### src/rtl/dma_req_sched_if.sv
// Request, DMA-controller and completion signals of the round-robin DMA request scheduler.
// The slave modport is the scheduler's view; master is the surrounding system's view.
interface dma_req_sched_if #(
  parameter int unsigned NUM_REQ    = 4,
  parameter int unsigned ADDR_WIDTH = 64,
  parameter int unsigned IDW        = 2
);
  logic [NUM_REQ-1:0]            req_valid;
  logic [NUM_REQ-1:0]            req_ready;
  logic [NUM_REQ-1:0]            req_direction;
  logic [NUM_REQ*ADDR_WIDTH-1:0] req_from_addr;
  logic [NUM_REQ*ADDR_WIDTH-1:0] req_to_addr;
  logic [NUM_REQ*ADDR_WIDTH-1:0] req_length;

  logic                          dma_direction;
  logic [ADDR_WIDTH-1:0]         dma_from_addr;
  logic [ADDR_WIDTH-1:0]         dma_to_addr;
  logic [ADDR_WIDTH-1:0]         dma_length;
  logic                          dma_cpu_en;
  logic                          dma_busy;

  logic                          cmp_valid;
  logic [IDW-1:0]                cmp_id;
  logic                          cmp_error;

  modport slave (
    input  req_valid, req_direction, req_from_addr, req_to_addr, req_length, dma_busy,
    output req_ready, dma_direction, dma_from_addr, dma_to_addr, dma_length, dma_cpu_en,
    output cmp_valid, cmp_id, cmp_error
  );

  modport master (
    output req_valid, req_direction, req_from_addr, req_to_addr, req_length, dma_busy,
    input  req_ready, dma_direction, dma_from_addr, dma_to_addr, dma_length, dma_cpu_en,
    input  cmp_valid, cmp_id, cmp_error
  );
endinterface

### src/rtl/dma_req_sched.sv
// Round-robin scheduler sharing one DMA controller between NUM_REQ requesters.
// One descriptor in flight; completion or start-timeout is reported with the requester id.
module dma_req_sched #(
  parameter int unsigned NUM_REQ       = 4,
  parameter int unsigned ADDR_WIDTH    = 64,
  parameter int unsigned START_TIMEOUT = 16
) (
  input logic            aclk,
  input logic            areset,
  dma_req_sched_if.slave bus
);
  localparam int unsigned IDW  = (NUM_REQ > 1) ? $clog2(NUM_REQ) : 1;
  localparam int unsigned CntW = $clog2(START_TIMEOUT + 1);

  typedef enum logic [2:0] {StIdle, StIssue, StWaitStart, StWaitDone, StResp} state_e;

  state_e                state_q;
  logic [IDW-1:0]        rr_ptr_q, id_q, cmp_id_q;
  logic [CntW-1:0]       cnt_q;
  logic                  dma_direction_q, dma_cpu_en_q, cmp_valid_q, cmp_error_q;
  logic [ADDR_WIDTH-1:0] dma_from_q, dma_to_q, dma_len_q;

  logic [IDW-1:0]        grant_id, hi_id, lo_id;
  logic                  hi_found, lo_found, accept;
  logic                  sel_dir;
  logic [ADDR_WIDTH-1:0] sel_from, sel_to, sel_len;
  logic [NUM_REQ-1:0]    ready;

  // Lowest valid index at or above rr_ptr wins; otherwise wrap to the lowest valid index.
  always_comb begin
    hi_found = 1'b0;
    lo_found = 1'b0;
    hi_id    = '0;
    lo_id    = '0;
    for (int i = NUM_REQ - 1; i >= 0; i--) begin
      if (bus.req_valid[i]) begin
        lo_found = 1'b1;
        lo_id    = IDW'(i);
        if (IDW'(i) >= rr_ptr_q) begin
          hi_found = 1'b1;
          hi_id    = IDW'(i);
        end
      end
    end
    grant_id = hi_found ? hi_id : lo_id;
  end

  always_comb begin
    sel_dir  = 1'b0;
    sel_from = '0;
    sel_to   = '0;
    sel_len  = '0;
    ready    = '0;
    for (int i = 0; i < NUM_REQ; i++) begin
      if (grant_id == IDW'(i)) begin
        sel_dir  = bus.req_direction[i];
        sel_from = bus.req_from_addr[i*ADDR_WIDTH +: ADDR_WIDTH];
        sel_to   = bus.req_to_addr[i*ADDR_WIDTH +: ADDR_WIDTH];
        sel_len  = bus.req_length[i*ADDR_WIDTH +: ADDR_WIDTH];
      end
      ready[i] = (state_q == StIdle) && lo_found && !bus.dma_busy && !areset &&
                 (grant_id == IDW'(i));
    end
  end

  assign accept = |ready;

  always_ff @(posedge aclk or posedge areset) begin
    if (areset) begin
      state_q         <= StIdle;
      rr_ptr_q        <= '0;
      id_q            <= '0;
      cnt_q           <= '0;
      dma_direction_q <= 1'b0;
      dma_from_q      <= '0;
      dma_to_q        <= '0;
      dma_len_q       <= '0;
      dma_cpu_en_q    <= 1'b0;
      cmp_valid_q     <= 1'b0;
      cmp_id_q        <= '0;
      cmp_error_q     <= 1'b0;
    end else begin
      dma_cpu_en_q <= 1'b0;
      cmp_valid_q  <= 1'b0;
      cmp_id_q     <= '0;
      cmp_error_q  <= 1'b0;
      unique case (state_q)
        StIdle: begin
          if (accept) begin
            dma_direction_q <= sel_dir;
            dma_from_q      <= sel_from;
            dma_to_q        <= sel_to;
            dma_len_q       <= sel_len;
            id_q            <= grant_id;
            rr_ptr_q        <= (grant_id == IDW'(NUM_REQ - 1)) ? '0 : grant_id + IDW'(1);
            // Zero-length descriptors complete without touching the controller.
            if (sel_len == '0) begin
              state_q     <= StResp;
              cmp_valid_q <= 1'b1;
              cmp_id_q    <= grant_id;
            end else begin
              state_q      <= StIssue;
              dma_cpu_en_q <= 1'b1;
            end
          end
        end
        StIssue: begin
          cnt_q   <= '0;
          state_q <= StWaitStart;
        end
        StWaitStart: begin
          if (bus.dma_busy) begin
            state_q <= StWaitDone;
          end else if (cnt_q == CntW'(START_TIMEOUT - 1)) begin
            state_q     <= StResp;
            cmp_valid_q <= 1'b1;
            cmp_id_q    <= id_q;
            cmp_error_q <= 1'b1;
          end else begin
            cnt_q <= cnt_q + CntW'(1);
          end
        end
        StWaitDone: begin
          if (!bus.dma_busy) begin
            state_q     <= StResp;
            cmp_valid_q <= 1'b1;
            cmp_id_q    <= id_q;
          end
        end
        StResp:  state_q <= StIdle;
        default: state_q <= StIdle;
      endcase
    end
  end

  assign bus.req_ready     = ready;
  assign bus.dma_direction = dma_direction_q;
  assign bus.dma_from_addr = dma_from_q;
  assign bus.dma_to_addr   = dma_to_q;
  assign bus.dma_length    = dma_len_q;
  assign bus.dma_cpu_en    = dma_cpu_en_q;
  assign bus.cmp_valid     = cmp_valid_q;
  assign bus.cmp_id        = cmp_id_q;
  assign bus.cmp_error     = cmp_error_q;
endmodule

### src/flat_wrapper.sv
// flat-port wrapper written by rule: the top's interface ports become plain ports
module dma_req_sched_flat 
#(
  parameter int unsigned NUM_REQ       = 4,
  parameter int unsigned ADDR_WIDTH    = 64,
  parameter int unsigned START_TIMEOUT = 16
)
  (aclk, areset, bus_req_valid, bus_req_direction, bus_req_from_addr, bus_req_to_addr, bus_req_length, bus_dma_busy, bus_req_ready, bus_dma_direction, bus_dma_from_addr, bus_dma_to_addr, bus_dma_length, bus_dma_cpu_en, bus_cmp_valid, bus_cmp_id, bus_cmp_error);
  dma_req_sched_if #(.NUM_REQ(NUM_REQ), .ADDR_WIDTH(ADDR_WIDTH), .IDW(2)) bus_i ();
  input logic aclk;
  input logic areset;
  input wire logic [$bits(bus_i.req_valid)-1:0] bus_req_valid;
  input wire logic [$bits(bus_i.req_direction)-1:0] bus_req_direction;
  input wire logic [$bits(bus_i.req_from_addr)-1:0] bus_req_from_addr;
  input wire logic [$bits(bus_i.req_to_addr)-1:0] bus_req_to_addr;
  input wire logic [$bits(bus_i.req_length)-1:0] bus_req_length;
  input wire logic [$bits(bus_i.dma_busy)-1:0] bus_dma_busy;
  output wire logic [$bits(bus_i.req_ready)-1:0] bus_req_ready;
  output wire logic [$bits(bus_i.dma_direction)-1:0] bus_dma_direction;
  output wire logic [$bits(bus_i.dma_from_addr)-1:0] bus_dma_from_addr;
  output wire logic [$bits(bus_i.dma_to_addr)-1:0] bus_dma_to_addr;
  output wire logic [$bits(bus_i.dma_length)-1:0] bus_dma_length;
  output wire logic [$bits(bus_i.dma_cpu_en)-1:0] bus_dma_cpu_en;
  output wire logic [$bits(bus_i.cmp_valid)-1:0] bus_cmp_valid;
  output wire logic [$bits(bus_i.cmp_id)-1:0] bus_cmp_id;
  output wire logic [$bits(bus_i.cmp_error)-1:0] bus_cmp_error;
  assign bus_i.req_valid = bus_req_valid;
  assign bus_i.req_direction = bus_req_direction;
  assign bus_i.req_from_addr = bus_req_from_addr;
  assign bus_i.req_to_addr = bus_req_to_addr;
  assign bus_i.req_length = bus_req_length;
  assign bus_i.dma_busy = bus_dma_busy;
  assign bus_req_ready = bus_i.req_ready;
  assign bus_dma_direction = bus_i.dma_direction;
  assign bus_dma_from_addr = bus_i.dma_from_addr;
  assign bus_dma_to_addr = bus_i.dma_to_addr;
  assign bus_dma_length = bus_i.dma_length;
  assign bus_dma_cpu_en = bus_i.dma_cpu_en;
  assign bus_cmp_valid = bus_i.cmp_valid;
  assign bus_cmp_id = bus_i.cmp_id;
  assign bus_cmp_error = bus_i.cmp_error;
  dma_req_sched #(.NUM_REQ(NUM_REQ), .ADDR_WIDTH(ADDR_WIDTH), .START_TIMEOUT(START_TIMEOUT)) u_core (.aclk(aclk), .areset(areset), .bus(bus_i));
endmodule
### config.mk
export PLATFORM = sky130hd
export DESIGN_NAME = dma_req_sched_flat
export DESIGN_NICKNAME = d
export VERILOG_FILES = /design/src/rtl/dma_req_sched_if.sv /design/src/rtl/dma_req_sched.sv /design/src/flat_wrapper.sv
export SDC_FILE = /design/constraint.sdc
export NUM_CORES = 1
export LEC_CHECK = 0
export ABC_CLOCK_PERIOD_IN_PS = 6600
export CELL_PAD_IN_SITES_DETAIL_PLACEMENT = 0
export CELL_PAD_IN_SITES_GLOBAL_PLACEMENT = 1
export CORE_AREA = 2 2 384 386
export CTS_BUF_LIST = sky130_fd_sc_hd__clkbuf_4
export DETAILED_ROUTE_END_ITERATION = 8
export DIE_AREA = 0 0 386 388
export PLACE_DENSITY_LB_ADDON = 0.1
export SETUP_SLACK_MARGIN = 0.05
export SLEW_MARGIN = 10
export SYNTH_ARGS = -nofsm -noshare
export SYNTH_HDL_FRONTEND = slang
export SYNTH_SLANG_ARGS = --single-unit
### constraint.sdc
create_clock -name aclk -period 6.6 [get_ports aclk]
set_input_delay 1.32 -clock aclk [delete_from_list [all_inputs] [get_ports aclk]]
set_output_delay 1.32 -clock aclk [all_outputs]
set_load 0.1 [all_outputs]
==> results of run 1 <==
-- worst max-delay path: cells and delay by family --
family	cells	cell delay, ps
buf+inv	5	1390
simple gates	3	320
compound gates	1	330
fa+ha+maj	1	680
-- layout make-up --
type                    instances  area, µm²
clock buffers                 114        856
multi-input cells            1451       7330
inverters                       9       40.0
diodes                         10       25.0
repair buffers               1015      10100
clock inverters                34        140
flip-flops and latches        210       5260
fillers                     16448     119000
well taps                    1917       2400
-- per-stage QoR --
stage          util (%)  setup WS (ps)  cells
6_report           18.0           1190   4760
5_1_grt            18.0            974   4755
4_1_cts            18.0           1100   4750
3_5_place_dp       17.3            750   4602
3_3_place_gp       17.3            713   4601
2_1_floorplan         -           1100   1842
-- path summary, 6_finish.rpt --
kind / startpoint / to / slack, ps / depth (start not counted)
min: u_core.bus.dma_length[62]$_DFFE_PP0P_ / u_core.bus.dma_length[62]$_DFFE_PP0P_ / 470 / 2
max in group asynchronous: areset / u_core.bus.dma_from_addr[30]$_DFFE_PP0P_ / 4460 / 4
min reg2reg: u_core.bus.dma_length[62]$_DFFE_PP0P_ / u_core.bus.dma_length[62]$_DFFE_PP0P_ / 470 / 2
max reg2reg: u_core.rr_ptr_q[1]$_DFFE_PP0P_ / u_core.bus.cmp_id[1]$_DFF_PP0_ / 2250 / 13
min in group asynchronous: areset / u_core.bus.dma_to_addr[16]$_DFFE_PP0P_ / 900 / 3
max: bus_req_valid[0] / bus_req_ready[1] / 1190 / 10
-- per-layer routing --
| layer | routed length, µm | track usage (%) | up-vias |
|---|---|---|---|
| met5 | 157 | 0 | - |
| met4 | 3180 | 4.60 | 26 |
| met3 | 9950 | 5.25 | 210 |
| met2 | 62500 | 28.7 | 765 |
| met1 | 44100 | 16.2 | 8382 |
| li1 | - | - | 8440 |
-- Yosys cell counts, drive strengths merged --
| cell | number | area, µm² |
|---|---|---|
| clkbuf | 102 | 383 |
| nor4 | 19 | 134 |
| a21o | 3 | 22.5 |
| or3 | 1 | 6.26 |
| nand3b | 64 | 480 |
| a22oi | 130 | 976 |
| and2 | 3 | 18.8 |
| a32o | 1 | 10.0 |
| buf | 70 | 350 |
| nand2b | 3 | 18.8 |
| nand3 | 1 | 5.00 |
| nand2 | 401 | 1510 |
| nor3b | 3 | 22.5 |
| o41ai | 1 | 16.3 |
| or4bb | 1 | 11.3 |
| dfrtp | 210 | 5260 |
| a22o | 1 | 8.76 |
| ha | 6 | 75.1 |
| nand4 | 4 | 25.0 |
| a21boi | 1 | 7.51 |
| o31ai | 1 | 7.51 |
| o221ai | 1 | 8.76 |
| o21bai | 1 | 7.51 |
| o22ai | 64 | 400 |
| inv | 9 | 36.3 |
| nor3 | 1 | 5.00 |
| nor2 | 271 | 1020 |
| nor2b | 1 | 6.26 |
| and3 | 1 | 6.26 |
| o21ai | 138 | 691 |
| nand4b | 1 | 8.76 |
| a31oi | 63 | 394 |
| a221oi | 1 | 8.76 |
| a21oi | 263 | 1320 |
| o22a | 1 | 8.76 |
-- power breakdown --
part           internal [µW]  leakage [µW]  total [µW]  switching, µW
logic                   2450       0.00694       10100           7630
clock network            795      0.000586        1610            817
registers               1890       0.00271        2270            378
total                   5140        0.0102       14000           8820
-- state kept, by name, indices dropped and copies added, names as in the netlist --
signal / flops
u_core.bus.dma_from_addr: 64
u_core.rr_ptr_q: 2
u_core.bus.dma_direction: 1
u_core.bus.cmp_id: 2
u_core.id_q: 2
u_core.cnt_q: 5
u_core.bus.dma_to_addr: 64
u_core.state_q: 3
u_core.bus.cmp_valid: 1
u_core.bus.dma_cpu_en: 1
u_core.bus.dma_length: 64
u_core.bus.cmp_error: 1
-- cell families after synthesis --
logic type / count (synthesis)
simple gates: 775
compound gates: 670
flops: 210
buf+inv: 181
fa+ha+maj: 6
==> flow_summary.yaml, run 1 <==
clock_tree:
  htree_levels: 3
  clk_latency_ps: 910
  root_buffer: "clkbuf_4"
  clk_path_buf_depth: 3
  postCtsSetupRepairBufs: 0
  ctsResizeCount: 0
  cts_hold_buf: 0
  cts_buffers: 83
  clock-sinks: 210
  clk_pin_slew_ps: 60
  cts_tree: "done"
pwr:
  ir_worst_vdd_v: 0.000279
  leakagePower_uw: 0.0102
  finalPower_uw: 14000
  power.density_nw_per_um2: 534
detailed_routing:
  via_count: 17823
  wl_um: 120000
  ant_nets: 0
  drt-initial-drc-count: 779
  first_pass_iters: 6
  route.detailed.drc: 0
  avgRoutedWirePerCell_um: 25.2
  vias_per_cell: 3.74
yosys:
  synth_fa_ha_area_share_pct: 0.566
  yosys.area_share.simple_pct: 24.7
  synth.avg_cell_area_um2: 7.20
  synth_seq_cells: 210
  yosys_warnings: 0
  synthMuxAreaShare_pct: 0
  syn_nets: 2627
  syn_inst: 1842
  synth-seq-area-share_pct: 39.6
  synth_top_family_by_area: "compound AO/OA/AOI/OAI gates"
  synth_xor_xnor_area_share_pct: 0
  netlist_area_um2: 13300
  synth_compound_area_share_pct: 29.3
  netlist-cell-type-count: 41
sta:
  clock.fmax_mhz: 185
  period_needed_ps: 5410
  clock_skew_ps: 84.5
  maxSlewViolCount: 0
  slew_headroom_pct: 18.8
  tns_ps: 0
  fin_crit_sh_pct: 81.9
  grt_setup_unrepaired: "no"
  worstMarginPinSlew_ps: 1210
  hold_ws_ps: 473
  setup_viol: 0
  finalHoldViolCount: 0
finish:
  drive_gt1_share_pct: 7.09
  most-common-layout-cells: "clkdlybuf4s50_1 (948), nand2_1 (401), nor2_1 (270)"
  syn_to_final_growth_pct: 97.4
  final_common_cell: "clkdlybuf4s50_1"
  nets: 3555
  fin_area_um2: 26200
run_status:
  status: "completed"
floorplanning:
  die_h_um: 388
  chipWidth_um: 386
  start_util_pct: 9.13
  io-pin-count: 981
  die_area_um2: 150000
  rows: 140
  core_area_um2: 145000
worst_setup_path:
  crit_fanout: 76
  crit_path_end_kind: "output port"
  max_stage_delay_ps: 680
  critPathKind: "in -> out"
  crit_path_start_kind: "input pin"
  path_cells: "clkdlybuf4s50_1, inv_1, nor2_1, nor2_1, o22a_1, inv_1, ha_4, buf_4, and2_1, buf_4"
  cpMaxStageDelayCell: "ha_4"
  arrival_ps: 4090
  required_ps: 5280
grt:
  grt_usage_pct: 15.5
  grt_overflow_total: 0
  grt_pass1_wl_um: 160000
  antenna_found_initial: 61
  grt_pass1_vias: 19052
  grt_max_degree: 207
flow_run:
  max_cap_viol_count: 0
place:
  dpl_cell_area_um2: 25100
  dpl.hpwl_um: 97000
  finalWeightedCongestion: 0.889
  io_buffers: 980
min_path:
  min_path_type: "reg -> reg"
(Power assumes the default switching activity.)
==> inputs of run 2 (changes only) <==
Settings changed: ABC_CLOCK_PERIOD_IN_PS 6600 to 4600.
Clock period 6.6 ns to 4.6 ns, I/O delays scaled along.
==> run 2 against run 1 <==
Effect of this change:
- combinational power is 50% higher
- die area stayed put
- clock skew hardly changed
- global-route usage is 0.26 points lower
- routed wire length is 1.7% lower
- via count is 1.6% higher
- cell area is 4.0% higher
- clock-buffer cell count is 8 lower
- critical endpoint is now bus_req_ready[2]
==> flow_summary.yaml, run 2 (synthesized netlist as in run 1, its figures left out) <==
worst_setup_path:
  critPathKind: "in -> out"
  path_cells: "clkdlybuf4s50_1, inv_1, nor2_1, a21oi_1, o221ai_1, buf_4, ha_4, buf_4, and2_1, buf_12"
  max_stage_delay_ps: 510
  crit_path_start_kind: "input pin"
  reg2reg_depth: 19
  required_ps: 3680
  cpMaxStageDelayCell: "clkdlybuf4s50_1"
  arrival_ps: 3300
  crit_path_end_kind: "output port"
  r2r_end: "u_core.bus.cmp_id[1]$_DFF_PP0_"
  crit_fanout: 37
  r2r-start: "u_core.rr_ptr_q[0]$_DFFE_PP0P_"
  crit_top_cell: "buf_4"
  r2r_slack_ps: 710
  crit_path_start: "bus_req_valid[0]"
  setup.worst_path.end: "bus_req_ready[2]"
sta:
  tns_ps: 0
  slew_headroom_pct: 19.4
  worstMarginPinSlew_ps: 1210
  finalHoldViolCount: 0
  grt_setup_unrepaired: "no"
  clock_skew_ps: 84.4
  setup_viol: 0
  fin_crit_sh_pct: 91.8
  clock.fmax_mhz: 237
  maxSlewViolCount: 0
  period_needed_ps: 4220
grt:
  antenna_found_initial: 56
  grt_pass1_wl_um: 159000
  grt_usage_pct: 15.2
  grt_max_degree: 158
  grt_overflow_total: 0
  grt_pass1_vias: 19397
place:
  io_buffers: 980
  finalWeightedCongestion: 0.846
  dpl.hpwl_um: 98200
  dpl_cell_area_um2: 26300
detailed_routing:
  drt-initial-drc-count: 832
  dr_wl_met2_um: 60400
  wl_um: 118000
  ant_nets: 0
  route.detailed.drc: 0
  top_layer_used: "met5"
  met3_length_um: 9410
  first_pass_iters: 5
  wl_met1_um: 45300
  vias_per_cell: 3.73
  via_count: 18108
  avgRoutedWirePerCell_um: 24.3
floorplanning:
  io-pin-count: 981
  rows: 140
  start_util_pct: 9.13
  die_h_um: 388
  die_area_um2: 150000
  core_area_um2: 145000
  chipWidth_um: 386
run_status:
  status: "completed"
clock_tree:
  clk_path_buf_depth: 3
  cts_hold_buf: 0
  root_buffer: "clkbuf_4"
  ctsResizeCount: 0
  clk_pin_slew_ps: 60
  cts_buffers: 78
  postCtsSetupRepairBufs: 0
  htree_levels: 3
  clock-sinks: 210
  clk_latency_ps: 930
  cts_tree: "done"
finish:
  final_common_cell: "clkdlybuf4s50_1"
  drive_gt1_share_pct: 9.84
  most-common-layout-cells: "clkdlybuf4s50_1 (959), nand2_1 (401), nor2_1 (270)"
  nets: 3657
  fin_area_um2: 27200
  post-route-util_pct: 18.7
  syn_to_final_growth_pct: 105
pwr:
  power.density_nw_per_um2: 760
  leakagePower_uw: 0.0108
  ir_worst_vdd_v: 0.000297
min_path:
  min_path_type: "reg -> reg"
flow_run:
  max_cap_viol_count: 0
## run 2: worst max-delay path: cells and delay by family
family | cells | cell delay (ps)
buffers and inverters | 5 | 1370
AO/OA/AOI/OAI | 2 | 400
AND/OR/NAND/NOR | 2 | 370
adder cells (fa/ha/maj) | 1 | 190
## run 2: per-layer routing
layer  up-vias  track usage, %
met4        34            4.31
met3       192            4.95
met5         -               0
met1      8510            16.7
met2       753            27.6
li1       8619               -
## run 2: how the worst min path moves through the flow
stage,slack (ps),from,depth (start not counted),endpoint
after floorplan,450,u_core.cnt_q[4]$_DFFE_PP0P_,2,u_core.cnt_q[4]$_DFFE_PP0P_
after detailed placement,460,u_core.bus.dma_length[59]$_DFFE_PP0P_,2,u_core.bus.dma_length[59]$_DFFE_PP0P_
final,470,u_core.bus.dma_length[15]$_DFFE_PP0P_,2,u_core.bus.dma_length[15]$_DFFE_PP0P_
after global placement,460,u_core.bus.dma_length[30]$_DFFE_PP0P_,2,u_core.bus.dma_length[30]$_DFFE_PP0P_
after CTS,390,bus_req_from_addr[247],3,u_core.bus.dma_from_addr[55]$_DFFE_PP0P_
after global routing,490,u_core.bus.dma_to_addr[7]$_DFFE_PP0P_,2,u_core.bus.dma_to_addr[7]$_DFFE_PP0P_
## run 2: power breakdown
part,switching (µW),internal [µW]
Sequential,531,2720
Clock,1120,1120
Combinational,11100,4150
## run 2: area by class of cell
class | count | area [µm²]
sequential | 210 | 5260
tap | 1917 | 2400
inverter | 9 | 40.0
clock inverter | 29 | 145
fill | 16393 | 118000
timing repair buffer | 1122 | 11200
clock buffer | 106 | 796
antenna | 10 | 25.0
multi-input combinational | 1451 | 7330
## run 2: through the flow
step                power, µW  worst slack [ps]  instances  hold WS (ps)
floorplan               12900               387       1842           449
global placement        18800              -486       4709           464
detailed placement      18700              -389       4709           465
CTS                     21200              71.3       4844           392
global route            22000              70.4       4850           492
finish                  20700               379       4854           473
